File: src/rtl/move_sched_pkg.sv
// rtl/move_sched_pkg.sv - shared encodings and helpers for the move scheduler
//
// Purpose : move_op codes, scheduler state encoding, watchdog limit, key bit
//           positions and the fixed-priority op selection helpers.
// Ports   : none (package).
package move_sched_pkg;

   typedef enum logic [2:0] {
      OP_NONE      = 3'd0,
      OP_ROTATE    = 3'd1,
      OP_SOFT_DOWN = 3'd2,
      OP_LEFT      = 3'd3,
      OP_RIGHT     = 3'd4,
      OP_GRAVITY   = 3'd5,
      OP_LOCK      = 3'd6
   } move_op_e;

   typedef enum logic [1:0] {
      ST_IDLE = 2'd0,
      ST_REQ  = 2'd1,
      ST_LOCK = 2'd2
   } state_e;

   localparam logic [7:0] WD_LIMIT = 8'd255;

   localparam int KEY_UP    = 0;
   localparam int KEY_DOWN  = 1;
   localparam int KEY_LEFT  = 2;
   localparam int KEY_RIGHT = 3;

   // Fixed priority: GRAVITY > ROTATE > LEFT > RIGHT > SOFT_DOWN.
   function automatic move_op_e pick_op(input logic grav, input logic [3:0] pend);
      if (grav)                 return OP_GRAVITY;
      else if (pend[KEY_UP])    return OP_ROTATE;
      else if (pend[KEY_LEFT])  return OP_LEFT;
      else if (pend[KEY_RIGHT]) return OP_RIGHT;
      else if (pend[KEY_DOWN])  return OP_SOFT_DOWN;
      else                      return OP_NONE;
   endfunction

   // Pending-register bit that a granted op consumes.
   function automatic logic [3:0] op_key_mask(input move_op_e op);
      case (op)
         OP_ROTATE:    return 4'b0001;
         OP_SOFT_DOWN: return 4'b0010;
         OP_LEFT:      return 4'b0100;
         OP_RIGHT:     return 4'b1000;
         default:      return 4'b0000;
      endcase
   endfunction

endpackage

File: src/rtl/move_sched_grav_timer.sv
// rtl/move_sched_grav_timer.sv - frame counter producing the gravity-due flag
//
// Purpose : counts draw_finish pulses; the MOVE_DELAY-th pulse raises
//           gravity-due and restarts the count. The count holds while a
//           gravity step is already due so steps never accumulate.
// Ports   : clk, rst_n      - clock, asynchronous active-low reset
//           draw_finish     - end-of-frame pulse
//           clr_cnt         - restart the frame count (soft drop applied)
//           clr_due         - gravity step granted this cycle
//           grav_due        - gravity step due, including one reached this cycle
module grav_timer #(
   parameter int MOVE_DELAY = 30
) (
   input  logic clk,
   input  logic rst_n,
   input  logic draw_finish,
   input  logic clr_cnt,
   input  logic clr_due,
   output logic grav_due
);

   localparam logic [7:0] CNT_LAST = 8'(MOVE_DELAY - 1);

   logic [7:0] cnt_q, cnt_d;
   logic       due_q, due_d;
   logic       hit;

   always_ff @(posedge clk or negedge rst_n) begin
      if (!rst_n) begin
         cnt_q <= 8'd0;
         due_q <= 1'b0;
      end else begin
         cnt_q <= cnt_d;
         due_q <= due_d;
      end
   end

   always_comb begin
      hit   = draw_finish && !due_q && (cnt_q == CNT_LAST);
      cnt_d = cnt_q;
      if (clr_cnt)
         cnt_d = 8'd0;
      else if (draw_finish && !due_q)
         cnt_d = hit ? 8'd0 : cnt_q + 8'd1;
      // The frame that reaches the delay is visible to the scheduler at once,
      // so an idle scheduler grants gravity on that very draw_finish.
      grav_due = due_q || hit;
      due_d    = grav_due && !clr_due;
   end

endmodule

File: src/rtl/move_sched.sv
// rtl/move_sched.sv - key/gravity move scheduler with grid-controller handshake
//
// Purpose : collects key pulses and gravity ticks, grants at most one move per
//           frame by fixed priority, and runs a req/ack handshake with the grid
//           controller; a blocked gravity step is followed by a LOCK request.
//           Optional watchdog: define MOVE_SCHED_TIMEOUT_EN.
// Ports   : vga_clk, i_reset_n  - clock, asynchronous active-low reset
//           op_keys[3:0]        - key pulses: up/rotate, down, left, right
//           draw_finish         - end-of-frame pulse
//           move_req, move_op   - request and operation code to grid controller
//           move_ack, move_ok   - completion pulse and applied/blocked status
//           sched_err           - handshake-timeout pulse
module move_sched
   import move_sched_pkg::*;
#(
   parameter int MOVE_DELAY = 30
) (
   input  logic       vga_clk,
   input  logic       i_reset_n,
   input  logic [3:0] op_keys,
   input  logic       draw_finish,
   output logic       move_req,
   output logic [2:0] move_op,
   input  logic       move_ack,
   input  logic       move_ok,
   output logic       sched_err
);

   state_e     state_q, state_d;
   move_op_e   op_q, op_d;
   logic [3:0] pend_q, pend_d;
   logic       grav_due;
   logic       grant_grav;
   logic       clr_cnt;

   grav_timer #(
      .MOVE_DELAY (MOVE_DELAY)
   ) u_grav_timer (
      .clk         (vga_clk),
      .rst_n       (i_reset_n),
      .draw_finish (draw_finish),
      .clr_cnt     (clr_cnt),
      .clr_due     (grant_grav),
      .grav_due    (grav_due)
   );

`ifdef MOVE_SCHED_TIMEOUT_EN
   logic [7:0] wd_q, wd_d;
   logic       sched_err_q, sched_err_d;
`endif

   // State register
   always_ff @(posedge vga_clk or negedge i_reset_n) begin
      if (!i_reset_n) begin
         state_q     <= ST_IDLE;
         op_q        <= OP_NONE;
         pend_q      <= 4'd0;
`ifdef MOVE_SCHED_TIMEOUT_EN
         wd_q        <= 8'd0;
         sched_err_q <= 1'b0;
`endif
      end else begin
         state_q     <= state_d;
         op_q        <= op_d;
         pend_q      <= pend_d;
`ifdef MOVE_SCHED_TIMEOUT_EN
         wd_q        <= wd_d;
         sched_err_q <= sched_err_d;
`endif
      end
   end

   // Next-state logic
   always_comb begin
      state_d    = state_q;
      op_d       = op_q;
      pend_d     = pend_q | op_keys;
      grant_grav = 1'b0;
      clr_cnt    = 1'b0;
      case (state_q)
         ST_IDLE: begin
            // Keys pressed in the grant cycle only set pending; they are
            // eligible from the next frame on.
            if (draw_finish && (grav_due || (pend_q != 4'd0))) begin
               op_d       = pick_op(grav_due, pend_q);
               grant_grav = (op_d == OP_GRAVITY);
               pend_d     = (pend_q & ~op_key_mask(op_d)) | op_keys;
               state_d    = ST_REQ;
            end
         end
         ST_REQ: begin
            if (move_ack) begin
               clr_cnt = (op_q == OP_SOFT_DOWN) && move_ok;
               state_d = ((op_q == OP_GRAVITY) && !move_ok) ? ST_LOCK : ST_IDLE;
            end
         end
         ST_LOCK: begin
            if (move_ack) begin
               state_d = ST_IDLE;
               pend_d  = 4'd0;
            end
         end
         default: state_d = ST_IDLE;
      endcase
`ifdef MOVE_SCHED_TIMEOUT_EN
      sched_err_d = 1'b0;
      if ((state_q != ST_IDLE) && !move_ack && (wd_q == WD_LIMIT)) begin
         state_d     = ST_IDLE;
         sched_err_d = 1'b1;
      end
      // Restart on every state change so LOCK gets its own full window.
      wd_d = ((state_q != ST_IDLE) && (state_d == state_q)) ? wd_q + 8'd1 : 8'd0;
`endif
   end

   // Outputs derive from state so an asynchronous reset drops them at once.
   always_comb begin
      move_req = 1'b0;
      move_op  = OP_NONE;
      case (state_q)
         ST_REQ: begin
            move_req = 1'b1;
            move_op  = op_q;
         end
         ST_LOCK: begin
            move_req = 1'b1;
            move_op  = OP_LOCK;
         end
         default: begin
            move_req = 1'b0;
            move_op  = OP_NONE;
         end
      endcase
   end

`ifdef MOVE_SCHED_TIMEOUT_EN
   assign sched_err = sched_err_q;
`else
   assign sched_err = 1'b0;
`endif

endmodule

File: config.mk
export PLATFORM = sky130hd
export DESIGN_NAME = move_sched
export DESIGN_NICKNAME = d
export VERILOG_FILES = /design/src/rtl/move_sched_pkg.sv /design/src/rtl/move_sched_grav_timer.sv /design/src/rtl/move_sched.sv
export SDC_FILE = /design/constraint.sdc
export NUM_CORES = 1
export LEC_CHECK = 0
export BUFFER_PORTS_ARGS = -buffer_cell sky130_fd_sc_hd__clkbuf_2
export CORE_MARGIN = 1.5
export CORE_UTILIZATION = 40
export DETAILED_ROUTE_END_ITERATION = 10
export GPL_TIMING_DRIVEN = 1
export PLACE_DENSITY_LB_ADDON = 0.25
export SLEW_MARGIN = 10
export SYNTH_ARGS = -nofsm -noshare
export SYNTH_HDL_FRONTEND = slang
export SYNTH_HIERARCHICAL = 1
export SYNTH_SLANG_ARGS = --single-unit
export TNS_END_PERCENT = 1
File: constraint.sdc
create_clock -name vga_clk -period 1.88 [get_ports vga_clk]
set_input_delay 0.094 -clock vga_clk [delete_from_list [all_inputs] [get_ports vga_clk]]
set_output_delay 0.094 -clock vga_clk [all_outputs]
set_load 0.01 [all_outputs]
==> results of run 1 <==
[final cells by class]
type / instances / area share
tap: 30 / 0.0274
inverter: 7 / 0.0192
timing repair buffer: 26 / 0.123
multi-input combinational: 89 / 0.474
sequential: 18 / 0.330
clock buffer: 4 / 0.0265
[worst paths after layout]
path                                       start                     to  slack, ns  cells past startpoint
min reg2reg                           state_q[0]             state_q[0]       0.56                      1
min in group asynchronous              i_reset_n  u_grav_timer/cnt_q[1]       0.27                      2
max                        u_grav_timer/cnt_q[0]              pend_q[2]       0.07                      7
max reg2reg                u_grav_timer/cnt_q[0]              pend_q[2]       0.07                      7
min                                   op_keys[3]              pend_q[3]      0.006                      3
max in group asynchronous              i_reset_n  u_grav_timer/cnt_q[2]       1.26                      2
[repair_timing]
action,in CTS,in global routing
setup buffers,0,4
pin swaps,1,5
gates resized for setup,3,3
hold buffers,1,0
endpoints found under the setup margin,2,5
hold endpoints to repair,18,0
[flip-flops by register name, summed over array words and instances, names as in the netlist]
register and cells:
pend_q 4, state_q 2, u_grav_timer/due_q 1, op_q 3
u_grav_timer/cnt_q 8
[through the flow]
| step | area [sq um] | power (uW) |
|---|---|---|
| floorplan | 1110 | 1180 |
| global placement | 1260 | 1420 |
| detailed placement | 1260 | 1450 |
| CTS | 1330 | 1730 |
| global route | 1370 | 1890 |
| finish | 1370 | 1770 |
[routing by layer]
| layer | routed length, um | global-route usage |
|---|---|---|
| met5 | 0 | 0 |
| met4 | 24 | 0.0627 |
| met1 | 1160 | 0.217 |
| met3 | 73 | 0.0281 |
| met2 | 1090 | 0.248 |
[kinds of logic (layout without fill, tap and decap cells)]
logic type / after synthesis / after routing / share of synthesized area
AOI/OAI and AO/OA: 28 / 28 / 0.186
xor gates and xnor gates: 5 / 5 / 0.0397
adders and majority gates: 5 / 5 / 0.0568
buffers and inverters: 9 / 37 / 0.0352
DFF: 18 / 18 / 0.409
muxes: 4 / 4 / 0.0375
other: 1 / 1 / 0.00340
and+or+nand+nor: 46 / 46 / 0.233
[worst max-delay path: stages, from the launching register on]
cell and delay [ns]:
dfrtp_1 0.40, ha_2 0.20, nand2b_4 0.08, nor4_4 0.04, a21o_2 0.25, or4b_1 0.51, o21ai_1 0.15, a21oi_1 0.08
[cells in the final DEF, fill, tap and decap left out, types with 4 or more instances in the layout]
cell	Yosys	final
clkbuf_2	1	12
nand2_1	9	9
nor2_1	12	12
dfrtp_1	18	17
o21ai_0	6	6
ha_1	5	4
nor2b_1	5	5
xor2_1	4	4
and3_1	4	4
inv_1	7	7
buf_4	1	13
a21oi_1	9	9
[power groups by stage]
stage,clock network [uW],logic [uW],registers (uW)
2_1_floorplan,0,492,686
6_report,244,814,712
3_5_place_dp,0,754,699
5_1_grt,257,901,734
4_1_cts,245,780,705
3_3_place_gp,0,736,686
==> run_results.csv, run 1 <==
group,metric,value,unit
yosys,netlist.top_cell.by_area,"dfrtp_1",
yosys,synth_cell_types,38,
timing,hold_viol_final,0,
global_routing,grt_pass1_vias,875,
clocking,cts_tree,"done",
floorplanning,dieHeight,55.5,um
floorplanning,fp.dieW,55.5,um
routing,vias_per_cell,5.38,
timing,min_period,1.81,ns
placement,dpl_worst_slack,-0.0846,ns
timing,rsz0062_at_grt,"true",
floorplanning,rows,18,
timing,drv_slew,0,
placement,dp_hpwl,1.71,mm
finish,n_antenna_cell,0,
routing,dr_total_vias,936,
routing,wl,2.34,mm
run,drv_cap,0,
finish,regArea,452,sq um
yosys,synth-seq-cells,18,
power,p_sw_frac,0.410,
placement,dp.cells,165,
power,p_sw,726,uW
yosys,synthCells,116,
yosys,ys_top_cells_by_area,"dfrtp_1, ha_1, a21oi_1",
floorplanning,num_io_pins,14,
global_routing,grt_usage,0.159,
global_routing,grt_pass1_wl,3.89,mm
status,outcome,"finished clean",
finish,drive_above_1_share,0.306,
yosys,yosysMostFrequentCell,"dfrtp_1",
power,p_int,1040,uW
routing,wl_per_cell,13.4,um
placement,place_congestion,0.820,
clocking,clkSinkCount,18,
global_routing,grt-ovfl-total,0,
worst_setup_path,start_kind,"flop",
worst_setup_path,path_class,"flop to flop",
floorplanning,dieArea,3080,sq um
finish,multi_input_area,648,sq um
yosys,syn_area,1100,sq um
power,power.density,1300,nW/um^2
floorplanning,start_util,0.433,
global_routing,antenna_found_initial,0,
hold_path,min_path_type,"primary input to flop",
yosys,syn_area_per_cell,9.50,sq um
finish,area_growth,24.1,%
yosys,ys_async_sr_fraction,1.00,
routing,first_pass_iters,4,
timing,setup_violations,0,
clocking,cts_buffers,3,
clocking,clk_latency,0.29,ns
finish,finish.utilization,0.537,
power,p_clk_frac,0.138,
worst_setup_path,crit_arrival,2.00,ns
clocking,cts-root-buf,"clkbuf_4",
power,sequentialPowerShare,0.402,
clocking,clockBufferDepth,2,
floorplanning,design.core.area,2540,sq um
routing,ant_nets,0,
timing,period_share,0.963,
clocking,htreeDepth,1,
finish,finalNonFillerCells,174,
power,p_leak,0.000623,uW
yosys,yosysWarnings,6,
worst_setup_path,worstSetupEndpointType,"flop",
finish,final_nets,159,
worst_setup_path,cp_max_fo,4,
yosys,synth-edff-count,0,
clocking,cts.clk_slew.worst_paths,0.11,ns
yosys,synth_commonest_cells,"dfrtp_1, nor2_1, a21oi_1, nand2_1, inv_1",
routing,drcViolationCount,0,
finish,n_fill_cell,236,
timing,worst_hold_slack,0.00572,ns
routing,drtIter0Drc,22,
yosys,syn-num-nets,130,
timing,fin_tns_setup,0,ns
worst_setup_path,crit_required,2.07,ns
timing,finClkSkew,0.00271,ns
yosys,ys_seq_area_frac,0.409,
power,peakVddDrop,625,uV
placement,port_buffers,12,
yosys,synth_top_area_share,0.409,
timing,fmax,552,MHz
timing,setup_ws,0.0696,ns
power,combPwrFrac,0.460,
yosys,synth_top_flop_cell,"dfrtp_1",
global_routing,grt_max_degree,19,
Note: power is estimated with default switching activity, not from simulation.
==> run 2, diff against run 1 <==
clock period = 1.75 ns   (was 1.88 ns; I/O delays follow)
==> run_results.csv, run 2 (same netlist as run 1, synthesis figures left out) <==
group,metric,value,unit
timing,fin_tns_setup,0,ns
worst_setup_path,r2r_slack,0.02,ns
worst_setup_path,start_kind,"flop",
routing,first_pass_iters,4,
floorplanning,num_io_pins,14,
worst_setup_path,critPathSlowestCell,"or4b_1",
placement,dp_hpwl,1.76,mm
hold_path,whs_path_depth,3,
worst_setup_path,path_cells,"inv_1, ha_2, nand2b_4, nor4_4, a21o_2, or4b_1, o21ai_1, a21oi_1",
finish,n_antenna_cell,0,
worst_setup_path,worstSetupEndpointType,"flop",
worst_setup_path,rr_endpoint,"pend_q[2]",
clocking,clkSinkCount,18,
worst_setup_path,path_class,"flop to flop",
timing,hold_viol_final,0,
status,outcome,"finished clean",
finish,n_fill_cell,241,
finish,final_common_cell,"dfrtp_1",
clocking,post_cts_buffers,0,
timing,rsz0062_at_grt,"true",
global_routing,antenna_found_initial,0,
clocking,cts-root-buf,"clkbuf_4",
timing,period_share,0.988,
worst_setup_path,critPathTopFamily,"simple AND/OR/NAND/NOR gates",
finish,multi_input_area,664,sq um
global_routing,grt_pass1_wl,4.30,mm
clocking,cts_tree,"done",
worst_setup_path,critical_path.max_stage_delay,0.47,ns
worst_setup_path,crit_required,1.93,ns
routing,drcViolationCount,0,
floorplanning,dieHeight,55.5,um
finish,regArea,450,sq um
worst_setup_path,cp_max_fo,3,
finish,largest_reg_flops,8,
power,p_leak,0.000622,uW
clocking,clockBufferDepth,2,
hold_path,min_to,"pend_q[0]",
routing,ant_nets,0,
timing,setup_violations,0,
worst_setup_path,worstReg2RegStart,"u_grav_timer/cnt_q[1]",
finish,top_register,"u_grav_timer/cnt_q",
hold_path,min_path_type,"primary input to flop",
hold_path,holdCritStartpoint,"op_keys[0]",
floorplanning,rows,18,
finish,final_cell_mix,"dfrtp_1, buf_4, nor2_1, clkbuf_2, nand2_1",
timing,drv_slew,0,
routing,drtIter0Drc,19,
worst_setup_path,worst-path-buf-inv,1,
placement,port_buffers,12,
worst_setup_path,ff2ff_path_depth,8,
finish,top_regs,"u_grav_timer/cnt_q (8), pend_q (4), op_q (3)",
routing,wl_per_cell,13.4,um
clocking,cts_buffers,3,
timing,finClkSkew,0.00296,ns
clocking,clk_latency,0.28,ns
finish,final_nets,160,
routing,vias_per_cell,5.40,
power,power.density,1340,nW/um^2
timing,fmax,578,MHz
global_routing,grt_max_degree,19,
floorplanning,design.core.area,2540,sq um
timing,worst_hold_slack,0.0467,ns
global_routing,grt_usage,0.174,
timing,min_period,1.73,ns
clocking,cts.clk_slew.worst_paths,0.10,ns
placement,place_congestion,0.766,
floorplanning,start_util,0.433,
floorplanning,dieArea,3080,sq um
worst_setup_path,crit_arrival,1.91,ns
global_routing,grt-ovfl-total,0,
global_routing,grt_pass1_vias,979,
run,drv_cap,0,
finish,drive_above_1_share,0.313,
routing,dr_total_vias,940,
clocking,htreeDepth,1,
power,peakVddDrop,760,uV
floorplanning,fp.dieW,55.5,um
finish,area_growth,25.1,%
power,power,1840,uW
routing,wl,2.33,mm
==> run 2: cell count changes in the layout (fill, tap and decap cells not counted) <==
cell and delta:
clkbuf_8 -1, a21oi_1 -1, dlygate4sd3_1 +1, dfrtp_2 -1, ha_1 -1, inv_2 +1, ha_4 +1, inv_1 -1
a21oi_2 +1, dfrtp_1 +1
==> run 2: area by class of cell <==
type,instances,area share
multi-input cells,89,0.482
flip-flops and latches,18,0.327
repair buffers,27,0.129
well taps,30,0.0272
inverters,7,0.0191
clock buffers,3,0.0163
==> run 2: metal layers <==
metal	vias up	wire, um	GRT usage
met4	0	56	0.0732
met3	6	76	0.0304
li1	468	-	-
met5	-	0	0
met2	20	1110	0.279
met1	446	1080	0.231
==> run 2: tightest hold or removal path, delay by kind of cell <==
family	cells	cell delay [ns]
AND/OR/NAND/NOR	1	0.08
buffers and inverters	1	0.09
AO/OA/AOI/OAI	1	0.05
==> run 2: repair_timing <==
item	CTS	global route
pin swaps	1	3
endpoints found under the hold margin	19	0
gates resized for setup	4	1
endpoints found under the setup margin	7	9
hold buffers	2	0
==> run 2: how the worst max path moves through the flow <==
stage                          start                    end  depth (start not counted)
2_1_floorplan  u_grav_timer/cnt_q[1]             state_q[1]                          8
3_3_place_gp              state_q[1]  u_grav_timer/cnt_q[6]                          8
3_5_place_dp              state_q[1]  u_grav_timer/cnt_q[6]                          8
4_1_cts        u_grav_timer/cnt_q[1]              pend_q[2]                          8
5_1_grt        u_grav_timer/cnt_q[1]             state_q[1]                          8
6_report       u_grav_timer/cnt_q[1]              pend_q[2]                          8
==> run 2: metrics by stage <==
stage               instance area [sq um]  utilization  setup slack [ns]  std cells
global route                         1380        0.542            -0.168        174
global placement                     1310        0.513           -0.0781        169
CTS                                  1370        0.540            0.0230        174
finish                               1380        0.542            0.0203        174
floorplan                            1130            -           -0.0220        116
detailed placement                   1310        0.513            -0.101        169
==> run 2: power by group <==
part           internal (uW)  leakage, uW  total [uW]  switching [uW]
Combinational            432     0.000388         893             461
Sequential               570     0.000220         750             180
Clock                   79.9    0.0000138         200             120
==> run 3, diff against run 2 <==
GPL_TIMING_DRIVEN = 0   (was 1)
==> run_results.csv, run 3 (same netlist as run 1, synthesis figures left out) <==
group,metric,value,unit
status,outcome,"finished, violations left",
status,violations,"negative setup slack",
routing,wl,2.34,mm
clocking,clockBufferDepth,2,
finish,area_growth,26.2,%
finish,largest_reg_flops,8,
finish,n_antenna_cell,0,
worst_setup_path,path_class,"flop to flop",
floorplanning,rows,18,
clocking,clkSinkCount,18,
global_routing,grt-ovfl-total,0,
routing,ant_nets,0,
finish,finalNonFillerCells,170,
floorplanning,dieArea,3080,sq um
worst_setup_path,ff2ff_path_depth,7,
worst_setup_path,start_kind,"flop",
hold_path,whs_path_depth,3,
worst_setup_path,r2r_slack,-0.01,ns
timing,worst_hold_slack,0.0490,ns
global_routing,grt_max_degree,19,
clocking,htreeDepth,1,
placement,dp.cells,158,
placement,dp_hpwl,1.63,mm
clocking,cts.clk_slew.worst_paths,0.10,ns
routing,dr_total_vias,926,
finish,top_regs,"u_grav_timer/cnt_q (8), pend_q (4), op_q (3)",
routing,vias_per_cell,5.45,
worst_setup_path,crit_arrival,1.95,ns
floorplanning,fp.dieW,55.5,um
clocking,cts_tree,"done",
routing,drcViolationCount,0,
timing,drv_slew,0,
worst_setup_path,worstSetupEndpointType,"flop",
timing,min_period,1.76,ns
hold_path,min_path_type,"primary input to flop",
finish,final_nets,156,
floorplanning,design.core.area,2540,sq um
timing,hold_viol_final,0,
timing,finClkSkew,0.00194,ns
clocking,cts-root-buf,"clkbuf_4",
worst_setup_path,crit_required,1.93,ns
finish,final_cell_mix,"dfrtp_1, nor2_1, clkbuf_2, nand2_1, buf_4",
floorplanning,num_io_pins,14,
global_routing,grt_pass1_vias,888,
placement,dpl_worst_slack,-0.294,ns
routing,wl_per_cell,13.7,um
finish,top_register,"u_grav_timer/cnt_q",
finish,final_common_cell,"dfrtp_1",
timing,fmax,567,MHz
timing,rsz0062_at_grt,"true",
power,peakVddDrop,730,uV
clocking,clk_latency,0.28,ns
routing,drtIter0Drc,18,
finish,drive_above_1_share,0.336,
floorplanning,start_util,0.433,
worst_setup_path,cp_max_fo,3,
placement,port_buffers,12,
timing,setup_violations,1,
floorplanning,dieHeight,55.5,um
timing,setup_ws,-0.0126,ns
power,power.density,1340,nW/um^2
global_routing,grt_pass1_wl,4.02,mm
global_routing,grt_usage,0.162,
clocking,cts_buffers,3,
run,drv_cap,0,
placement,place_congestion,0.759,
global_routing,antenna_found_initial,0,
timing,period_share,1.01,
timing,fin_tns_setup,-0.0126,ns
routing,first_pass_iters,4,
power,p_leak,0.000609,uW
-- run 3: worst max-delay path: stages, from the launching register on --
cell and delay, ns:
dfrtp_2 0.44, ha_4 0.16, nand2b_4 0.09, nor4_4 0.04, a21o_2 0.23, or4b_4 0.49
o21ai_2 0.14, a21oi_2 0.07
-- run 3: stage by stage --
step	instance area [sq um]	utilization	total power (uW)
final	1390	0.547	1870
after global routing	1390	0.547	2020
after CTS	1350	0.531	1830
after detailed placement	1220	0.481	1490
after global placement	1220	0.481	1460
after floorplan	1130	-	1290
-- run 3: where the power goes --
part           switching, uW  internal, uW
clock                    123          79.8
sequential               230           576
combinational            443           416
total                    797          1070
-- run 3: layout make-up --
type                    instances  area, sq um
repair buffers                 21          133
well taps                      30         37.5
flip-flops and latches         18          454
fillers                       229         1150
clock buffers                   3         22.5
plain buffers                   2         15.0
inverters                       7         26.3
multi-input cells              89          703
-- run 3: timing repair --
item / in CTS / in global routing
setup endpoints to repair: 9 / 12
hold endpoints to repair: 19 / 0
gates resized for setup: 6 / 9
buffers inserted: 6 / 1
hold buffers: 2 / 0
pin swaps: 4 / 2
-- run 3: per-layer routing --
layer	part of all wire	up-vias	global-route usage
met2	0.50	12	0.262
met3	0.019	2	0.0211
met4	0.0073	0	0.0592
li1	-	460	-
met1	0.47	452	0.222
met5	0	-	0
-- run 3: path summary, 6_finish.rpt --
kind / from / endpoint
worst max register to register: u_grav_timer/cnt_q[0] / pend_q[2]
min in group asynchronous: i_reset_n / u_grav_timer/cnt_q[7]
worst min-delay path: op_keys[0] / pend_q[0]
worst max-delay path: u_grav_timer/cnt_q[0] / pend_q[2]
max in group asynchronous: i_reset_n / u_grav_timer/cnt_q[2]
worst min register to register: state_q[0] / state_q[0]
